$ cat config.mk
export PLATFORM = sky130hd
export DESIGN_NAME = permutation_scheduler
export DESIGN_NICKNAME = d
export VERILOG_FILES = /design/src/rtl/perm_sched_pkg.sv /design/src/rtl/permutation_scheduler.sv
export SDC_FILE = /design/constraint.sdc
export NUM_CORES = 1
export LEC_CHECK = 0
export CAP_MARGIN = 20
export CORE_MARGIN = 3
export CORE_UTILIZATION = 34
export DETAILED_ROUTE_END_ITERATION = 10
export PLACE_DENSITY = 0.6
export SLEW_MARGIN = 25
export SYNTH_ARGS = -nofsm -noshare
export SYNTH_HDL_FRONTEND = slang
export SYNTH_SLANG_ARGS = --single-unit
$ cat constraint.sdc
create_clock -name clk -period 5.59 [get_ports clk]
set_clock_uncertainty 0.05 [all_clocks]
set_input_delay 0.8385 -clock clk [delete_from_list [all_inputs] [get_ports clk]]
set_output_delay 0.8385 -clock clk [all_outputs]
set_load 0.02 [all_outputs]
$ cat src/rtl/perm_sched_pkg.sv
// perm_sched_pkg: shared state encoding and permutation codes for the scheduler
package perm_sched_pkg;
  typedef enum logic [2:0] {IDLE, ISSUE, WAIT, WB, DONE} state_t;
  localparam logic [1:0] PERM_IN = 2'd0;
  localparam logic [1:0] PERM_MID = 2'd1;
  localparam logic [1:0] PERM_OUT = 2'd2;
  localparam logic [1:0] PERM_INV_IN = 2'd3;
endpackage

$ cat src/rtl/permutation_scheduler.sv
// permutation_scheduler: sequences permutation passes (issue, latency wait, write-back) for one transform
module permutation_scheduler
  import perm_sched_pkg::*;
#(
  parameter int NUM_STAGES = 8,
  parameter int PERM_LAT = 1,
  parameter int STAGE_W = $clog2(NUM_STAGES)
) (
  input  logic               clk,
  input  logic               rst_n,
  input  logic               start,
  input  logic               cfg_inverse,
  input  logic               wb_stall,
  output logic [1:0]         perm_select,
  output logic               perm_valid,
  output logic               wb_en,
  output logic [STAGE_W-1:0] stage_idx,
  output logic               busy,
  output logic               done
);
  state_t state, state_nx;
  logic [STAGE_W-1:0] stage_nx, stage_inc;
  logic [1:0] sel_nx;
  logic inv, inv_nx, last;
  logic [3:0] cnt, cnt_nx;
  function automatic logic [1:0] pass_code(input logic [STAGE_W-1:0] s, input logic iv);
    return (s == '0) ? (iv ? PERM_INV_IN : PERM_IN) :
           (s == STAGE_W'(NUM_STAGES - 1)) ? (iv ? PERM_IN : PERM_OUT) : PERM_MID;
  endfunction
  assign stage_inc = stage_idx + 1'b1;
  assign last = stage_idx == STAGE_W'(NUM_STAGES - 1);
  assign perm_valid = state == ISSUE;
  assign wb_en = state == WB && !wb_stall;
  assign busy = state inside {ISSUE, WAIT, WB};
  assign done = state == DONE;
  always_ff @(posedge clk or negedge rst_n)
    if (!rst_n) begin
      state <= IDLE;
      stage_idx <= '0;
      perm_select <= PERM_IN;
      inv <= 1'b0;
      cnt <= '0;
    end else begin
      state <= state_nx;
      stage_idx <= stage_nx;
      perm_select <= sel_nx;
      inv <= inv_nx;
      cnt <= cnt_nx;
    end
  // perm_select is loaded on entry to ISSUE so it is stable for the whole pass
  always_comb begin
    state_nx = state;
    stage_nx = stage_idx;
    sel_nx = perm_select;
    inv_nx = inv;
    cnt_nx = cnt;
    case (state)
      IDLE: if (start) begin
        state_nx = ISSUE;
        inv_nx = cfg_inverse;
        stage_nx = '0;
        sel_nx = pass_code('0, cfg_inverse);
      end
      ISSUE: begin
        state_nx = WAIT;
        cnt_nx = 4'(PERM_LAT - 1);
      end
      WAIT: begin
        state_nx = cnt == '0 ? WB : WAIT;
        cnt_nx = cnt - 4'd1;
      end
      WB: if (!wb_stall) begin
        state_nx = last ? DONE : ISSUE;
        stage_nx = last ? stage_idx : stage_inc;
        sel_nx = last ? perm_select : pass_code(stage_inc, inv);
      end
      DONE: state_nx = IDLE;
      default: state_nx = IDLE;
    endcase
  end
endmodule

==> impl_metrics.csv, run 1 <==
group,metric,value,unit
layout,layout-drive-gt1-share,12.77,%
grt,grt_pass1_vias,649,
sta,fin_setup_tns,0,ns
yosys,syn-num-nets,89,
cts,postCtsSetupBuffers,0,
layout,layout.nets,104,
route,via_per_inst,5.289,
cts,clockBufferDepth,2,
sta,finalCritPeriodShare,53.19,%
grt,grt_max_degree,17,
cts,clock_sinks,13,
route,initialDrtViolationCount,15,
pwr,p_per_area,530.1,mW/mm^2
sta,min_period,2.973,ns
setup_path,ff2ff_path_depth,6,
grt,grt_usage,14.22,%
setup_path,required,4.70,ns
yosys,synth_area_leaders,"dfrtp_1 (41%), ha_1 (6.3%), o21ai_0 (5.7%)",
grt,grt_pass1_wl,2946,um
placed_design,hpwl,1197,um
layout,antenna_cells,0,
grt,antenna_found_initial,0,
placed_design,place_congestion,0.7901,
worst_hold_path,hold-path-cell-count,1,
setup_path,cp-start-kind,"register",
pwr,clock_power_share,12.0,%
layout,fillers,209,
setup_path,r2r_slack,3.66,ns
die,coreArea,0.002082,sq mm
yosys,synthCells,80,
route,dr_total_vias,640,
cts,cts_root_buf,"clkbuf_4",
route,drc,0,
pwr,p_comb_share,52.3,%
setup_path,crit_type,"reg -> out",
sta,finalSetupViolCount,0,
cts,cts_tree,"built",
yosys,yosysTopAreaCell,"dfrtp_1",
status,status,"finished, final reports clean",
route,drtPass1Iterations,3,
sta,worst_slew_pin_slew,0.6087,ns
pwr,vdd_drop_max,0.2000,mV
pwr,switching_share,42.84,%
die,rows,16,
layout,final_util,46.03,%
sta,drv_slew,0,
layout,final_area,958.4,sq um
cts,clock_latency,0.28,ns
setup_path,cp-end-kind,"output pin",
placed_design,place_area,932.1,sq um
die,die_h,54.15,um
placed_design,portBuffers,13,
die,initial_core_util,37.86,%
layout,multiInputGateArea,416.7,sq um
yosys,yosysWarnings,0,
yosys,synth_seq_cells,13,
cts,cts_hold_buf,0,
setup_path,arrival,2.08,ns
cts,post_cts_resized,0,
pwr,p_int,0.2904,mW
sta,hold_violations,0,
layout,regArea,325.3,sq um
cts,cts.clk_slew.worst_paths,0.08,ns
die,fp.dieW,54.15,um
route,ant_nets,0,
die,boundaryPins,14,
setup_path,cp_max_fo,16,
yosys,syn_area,788.3,sq um
cts,cts_made_buffers,3,
run,maxCapViolCount,0,
pwr,share_seq_of_total_power,35.7,%
sta,rsz0062_at_grt,"false",
route,wl_per_cell,13.70,um
die,die_area,0.002932,sq mm
pwr,leakage,0.4102,nW
yosys,yosys.area.top_type_share,41.27,%
yosys,avgSynthCellArea,9.853,sq um
grt,gr-total-overflow,0,
sta,fmax,0.3363,GHz
worst_hold_path,hp-class,"reg -> reg",
yosys,yosysUniqueCellTypes,29,
route,routed_wl,1658,um
yosys,yosysSeqAreaShare,41.27,%
sta,whs,0.4714,ns
layout,synthToLayoutAreaGrowth,21.59,%
pwr,netSwitchingPower,0.2177,mW
sta,relSlewSlack,59.29,%
cts,h-tree-depth,1,
## cell usage in the layout, fill, tap and decap left out, types with 2 or more instances in the layout
| master | count |
|---|---|
| dfrtp_1 | 13 |
| clkdlybuf4s50_1 | 13 |
| o21ai_0 | 9 |
| inv_1 | 7 |
| a21oi_1 | 7 |
| nor3_1 | 5 |
| nor2_1 | 5 |
| ha_1 | 4 |
| mux2_4 | 3 |
| clkbuf_4 | 3 |
| nand3b_1 | 2 |
| and2_1 | 2 |
| o41ai_1 | 2 |
| nand2b_1 | 2 |
| nand2_1 | 2 |
| o22ai_1 | 2 |
## routing by layer
metal | up-vias | part of all wire (%) | global-route usage, %
li1 | 323 | - | -
met1 | 299 | 51 | 19.26
met2 | 12 | 44 | 20.12
met3 | 6 | 2.3 | 2.493
met4 | 0 | 2.8 | 9.959
met5 | - | 0 | 0
## kinds of logic after synthesis
group / share of synthesized area (%)
multiplexers: 7.142
flip-flops: 41.27
AO/OA/AOI/OAI: 21.11
buffers and inverters: 5.872
AND/OR/NAND/NOR: 18.25
adder cells (fa/ha/maj): 6.349
## critical path, cell delays in order, from the launching register on
cell	delay, ns
dfrtp_1	0.56
nand3b_1	0.41
nor2_1	0.20
clkdlybuf4s50_1	0.63
## path summary, 6_finish.rpt
| check | startpoint | to |
|---|---|---|
| min reg2reg | perm_select[1] | perm_select[1] |
| max reg2reg | stage_idx[0] | stage_idx[0] |
| min | perm_select[1] | perm_select[1] |
| max | state[2] | wb_en |
| min in group asynchronous | rst_n | state[0] |
| max in group asynchronous | rst_n | cnt[3] |
## Yosys cell counts
master / instances
clkbuf_1: 1
nor2_4: 1
a2bb2oi_1: 1
dfrtp_1: 13
buf_2: 1
nor4_1: 1
o22ai_1: 2
nand2_1: 2
mux2_4: 3
a22oi_1: 1
o21ai_0: 9
and2_1: 2
buf_6: 1
a311oi_1: 1
nor2_2: 1
and4bb_4: 1
nor3_1: 5
nand3b_1: 2
nor2_1: 5
a21oi_1: 7
mux2_2: 1
and4bb_2: 1
o41ai_1: 2
nand2b_1: 2
o21a_1: 1
a21oi_4: 1
o31ai_1: 1
ha_1: 4
inv_1: 7
## flip-flops by register name (all words and copies together) (netlist names)
| register | count |
|---|---|
| perm_select | 2 |
| inv | 1 |
| state | 3 |
| stage_idx | 3 |
| cnt | 4 |
## final cells by class
class                   instances  share of cell area (%)
clock buffers                   4                   2.742
well taps                      27                   3.525
multi-input cells              57                   43.47
inverters                       7                   2.742
repair buffers                 13                   13.58
flip-flops and latches         13                   33.94
## power by group through the flow
| stage | logic (mW) | registers, mW | clock network, mW |
|---|---|---|---|
| final | 0.266 | 0.182 | 0.0610 |
| after global routing | 0.298 | 0.190 | 0.0694 |
| after CTS | 0.267 | 0.181 | 0.0635 |
| after detailed placement | 0.266 | 0.182 | 0 |
| after global placement | 0.259 | 0.180 | 0 |
| after floorplan | 0.193 | 0.177 | 0 |
## through the flow
step | instances | power, mW | worst slack, ns
6_report | 121 | 0.5080 | 2.617
2_1_floorplan | 80 | 0.3700 | 3.551
3_3_place_gp | 117 | 0.4395 | 2.630
3_5_place_dp | 117 | 0.4488 | 2.621
4_1_cts | 121 | 0.5117 | 2.608
5_1_grt | 121 | 0.5570 | 2.460
No activity file was read; power rests on OpenSTA's default activity.
==> inputs of run 2 (changes only) <==
Settings changed: PLACE_DENSITY 0.6 to 0.62.
Clock period 5.59 ns to 2.5 ns, I/O delays scaled along.
==> impl_metrics.csv, run 2 (synthesized netlist as in run 1, its figures left out) <==
group,metric,value,unit
setup_path,crit_path_max_incr_delay,0.66,ns
layout,final_cell_mix,"dfrtp_1 (13), clkdlybuf4s50_1 (13), o21ai_0 (9)",
layout,reg.largest.list,"cnt: 4 flops, stage_idx: 3 flops, state: 3 flops",
route,wl_per_cell,12.86,um
sta,worst_slew_pin_slew,0.5962,ns
status,status,"finished, final reports clean",
grt,antenna_found_initial,0,
cts,postCtsSetupBuffers,0,
run,maxCapViolCount,0,
route,initialDrtViolationCount,8,
sta,relSlewSlack,60.13,%
route,drc,0,
grt,grt_pass1_wl,2670,um
cts,cts.clk_slew.worst_paths,0.08,ns
die,fp.dieW,54.15,um
grt,gr-total-overflow,0,
sta,finalCritPeriodShare,93.80,%
sta,drv_slew,0,
layout,layout.nets,106,
setup_path,crit_chain,"nor2_2 -> nor2_1 -> clkdlybuf4s50_1",
pwr,p_per_area,1168,mW/mm^2
die,die_h,54.15,um
die,die_area,0.002932,sq mm
placed_design,hpwl,1172,um
pwr,vdd_drop_max,0.5347,mV
cts,clock_sinks,13,
setup_path,cp-end-kind,"output pin",
setup_path,cp_slowest_cell,"clkdlybuf4s50_1",
cts,cts_hold_buf,0,
sta,finalSetupViolCount,0,
die,boundaryPins,14,
layout,layout-drive-gt1-share,14.58,%
cts,cts_tree,"built",
layout,largest_reg_flops,4,
route,via_per_inst,5.163,
cts,cts_made_buffers,3,
sta,min_period,2.345,ns
layout,fillers,213,
cts,post_cts_resized,0,
pwr,leakage,0.4202,nW
setup_path,crit_type,"reg -> out",
grt,grt_pass1_vias,605,
grt,grt_max_degree,15,
grt,grt_usage,12.47,%
setup_path,arrival,1.92,ns
sta,fmax,0.4264,GHz
worst_hold_path,hp-class,"in -> async",
layout,regMostFlops,"cnt",
setup_path,cp_max_fo,14,
cts,cts_root_buf,"clkbuf_4",
placed_design,place_congestion,0.8151,
layout,synthToLayoutAreaGrowth,23.49,%
route,drtPass1Iterations,4,
layout,final_util,46.75,%
sta,whs,0.4268,ns
die,rows,16,
setup_path,required,2.08,ns
route,dr_total_vias,635,
layout,antenna_cells,0,
cts,h-tree-depth,1,
cts,clockBufferDepth,2,
sta,hold_violations,0,
die,initial_core_util,37.86,%
setup_path,cp-start-kind,"register",
sta,fin_setup_tns,0,ns
route,routed_wl,1582,um
placed_design,portBuffers,13,
route,ant_nets,0,
cts,clock_latency,0.27,ns
sta,rsz0062_at_grt,"false",
pwr,power,1.137,mW
die,coreArea,0.002082,sq mm
==> run 2: cell count changes in the layout (fill, tap and decap cells not counted), sizes merged <==
cell  change
buf       +2
==> run 2: path summary, 6_finish.rpt <==
path	startpoint	endpoint	slack (ns)	cells past startpoint
hold / removal	rst_n	stage_idx[1]	0.43	1
min in group clk	perm_select[0]	perm_select[0]	0.47	1
max in group asynchronous	rst_n	state[0]	1.59	1
setup / recovery	state[0]	busy	0.15	3
hold reg to reg	perm_select[0]	perm_select[0]	0.47	1
setup reg to reg	stage_idx[0]	perm_select[0]	0.59	6
==> run 2: per-layer routing <==
metal  track usage [%]  vias to the layer above  share of wire (%)
li1                  -                      325                  -
met1             17.69                      301                 50
met2             18.92                        7                 46
met3             2.493                        2                2.8
met4             3.734                        0               0.88
met5                 0                        -                  0
==> run 2: through the flow <==
stage                     setup slack [ns]  std cells  instance area (sq um)
after floorplan                     0.6043         80                  788.3
after global placement              0.4718        119                  947.2
after detailed placement            0.4584        119                  947.2
after CTS                           0.1517        123                  973.4
after global routing               0.01281        123                  973.4
final                               0.1549        123                  973.4
==> run 2: worst max-delay path, delay by kind of cell (launching register included) <==
kind	cells	cell delay, ns
buffers and inverters	1	0.66
and+or+nand+nor	2	0.39
DFF	1	0.59
==> run 2: final cells by class <==
class / instances / area, sq um / area share, %
multi-input combinational: 57 / 416.7 / 42.80
sequential: 13 / 325.3 / 33.42
timing repair buffer: 15 / 145.1 / 14.91
tap: 27 / 33.78 / 3.470
clock buffer: 4 / 26.28 / 2.699
inverter: 7 / 26.28 / 2.699
==> run 2: power breakdown <==
group,internal [mW],switching (mW)
sequential,0.296,0.106
combinational,0.301,0.303
clock,0.0617,0.0681
total,0.659,0.477
==> inputs of run 3 (changes only) <==
Settings changed: CORE_UTILIZATION 34 to 45, PLACE_DENSITY 0.62 to 0.77.
==> impl_metrics.csv, run 3 (synthesized netlist as in run 1, its figures left out) <==
group,metric,value,unit
setup_path,critPathTopFamily,"buffers and inverters",
layout,antenna_cells,0,
status,status,"finished, final reports clean",
die,die_area,0.002290,sq mm
route,drtPass1Iterations,4,
sta,worst_slew_pin_slew,0.5925,ns
route,wl_per_cell,13.34,um
cts,post_cts_resized,0,
setup_path,crit_chain,"nor2_2 -> nor2_1 -> clkdlybuf4s50_1",
cts,clock_latency,0.27,ns
grt,grt_max_degree,16,
pwr,leakage,0.4202,nW
grt,grt_usage,15.43,%
placed_design,portBuffers,13,
cts,clock_sinks,13,
cts,cts_root_buf,"clkbuf_4",
sta,fmax,0.4287,GHz
layout,largest_reg_flops,4,
route,initialDrtViolationCount,11,
setup_path,worst-path-buf-inv,1,
layout,final_cell_mix,"dfrtp_1 (13), clkdlybuf4s50_1 (13), o21ai_0 (9)",
sta,finalSetupViolCount,0,
setup_path,crit_start,"state[0]",
setup_path,crit_type,"reg -> out",
grt,grt_pass1_wl,2484,um
route,ant_nets,0,
sta,min_period,2.333,ns
grt,met1_usage,22.15,%
cts,cts.clk_slew.worst_paths,0.07,ns
die,boundaryPins,14,
cts,h-tree-depth,1,
setup_path,cp-start-kind,"register",
setup_path,required,2.08,ns
die,rows,14,
setup_path,cp-end-kind,"output pin",
grt,grt_pass1_vias,564,
sta,hold_violations,0,
layout,layout-drive-gt1-share,14.58,%
die,coreArea,0.001577,sq mm
route,routed_wl,1494,um
placed_design,dp_cells,108,
layout,layout.nets,106,
grt,grtUsageMet3,5.639,%
cts,clockBufferDepth,2,
sta,whs,0.4255,ns
route,via_per_inst,5.616,
placed_design,place_congestion,0.7733,
grt,antenna_found_initial,0,
worst_hold_path,hp-class,"in -> async",
setup_path,arrival,1.91,ns
cts,postCtsSetupBuffers,0,
sta,rsz0062_at_grt,"false",
layout,final_util,60.87,%
layout,reg.largest.list,"cnt: 4 flops, stage_idx: 3 flops, state: 3 flops",
pwr,vdd_drop_max,0.6348,mV
layout,regMostFlops,"cnt",
grt,gr-total-overflow,0,
setup_path,crit_path_max_incr_delay,0.66,ns
route,dr_total_vias,629,
cts,cts_made_buffers,3,
die,initial_core_util,50.00,%
setup_path,r2r_start,"stage_idx[0]",
sta,relSlewSlack,60.38,%
layout,synthToLayoutAreaGrowth,21.75,%
pwr,p_per_area,1178,mW/mm^2
route,drc,0,
cts,cts_tree,"built",
sta,fin_setup_tns,0,ns
die,die_h,47.86,um
die,fp.dieW,47.86,um
setup_path,cp_slowest_cell,"clkdlybuf4s50_1",
sta,finalCritPeriodShare,93.31,%
setup_path,cp_max_fo,14,
layout,instances_no_fill,112,
grt,use_met2,22.96,%
grt,busiest_layer,"met2",
placed_design,hpwl,1115,um
sta,drv_slew,0,
run,maxCapViolCount,0,
cts,cts_hold_buf,0,
==> run 3: cell counts in the layout (fill, tap and decap cells not counted) <==
No cell type changed its count.
==> run 3: path summary, 6_finish.rpt <==
path,end,slack (ns),cells after the start
max in group asynchronous,cnt[1],1.59,1
max reg2reg,perm_select[1],0.57,6
max,busy,0.17,3
min reg2reg,perm_select[0],0.48,1
min,cnt[2],0.43,1
min in group clk,perm_select[0],0.48,1
==> run 3: cell type report <==
class	count	area, sq um
Clock buffer	4	26.28
Tap cell	16	20.02
Timing Repair Buffer	15	145.1
Fill cell	140	616.8
Inverter	7	26.28
Sequential cell	13	325.3
Multi-Input combinational cell	57	416.7
==> run 3: metal layers <==
| metal | share of wire (%) | up-vias | wire (um) |
|---|---|---|---|
| met5 | 0 | - | 0 |
| met4 | 0.67 | 0 | 10 |
| met3 | 4.4 | 2 | 66 |
| met2 | 46 | 12 | 691 |
| met1 | 48 | 293 | 724 |
| li1 | - | 322 | - |
==> run 3: through the flow <==
stage / cell area (sq um) / worst slack [ns] / power (mW)
after global placement: 933.4 / 0.4770 / 0.9890
after global routing: 959.7 / 0.03301 / 1.235
after floorplan: 788.3 / 0.6043 / 0.8274
final: 959.7 / 0.1673 / 1.130
after CTS: 959.7 / 0.1667 / 1.136
after detailed placement: 933.4 / 0.4579 / 1.009
==> run 3: power breakdown <==
part,internal (mW),switching [mW]
combinational,0.303,0.300
clock,0.0618,0.0612
sequential,0.296,0.108
==> run 3: worst reg2reg max path, delay by kind of cell, from the launching register on <==
kind / cells / cell delay, ns
compound gates: 1 / 0.05
mux: 1 / 0.32
fa+ha+maj: 2 / 0.47
simple gates: 2 / 0.50
flops: 1 / 0.42
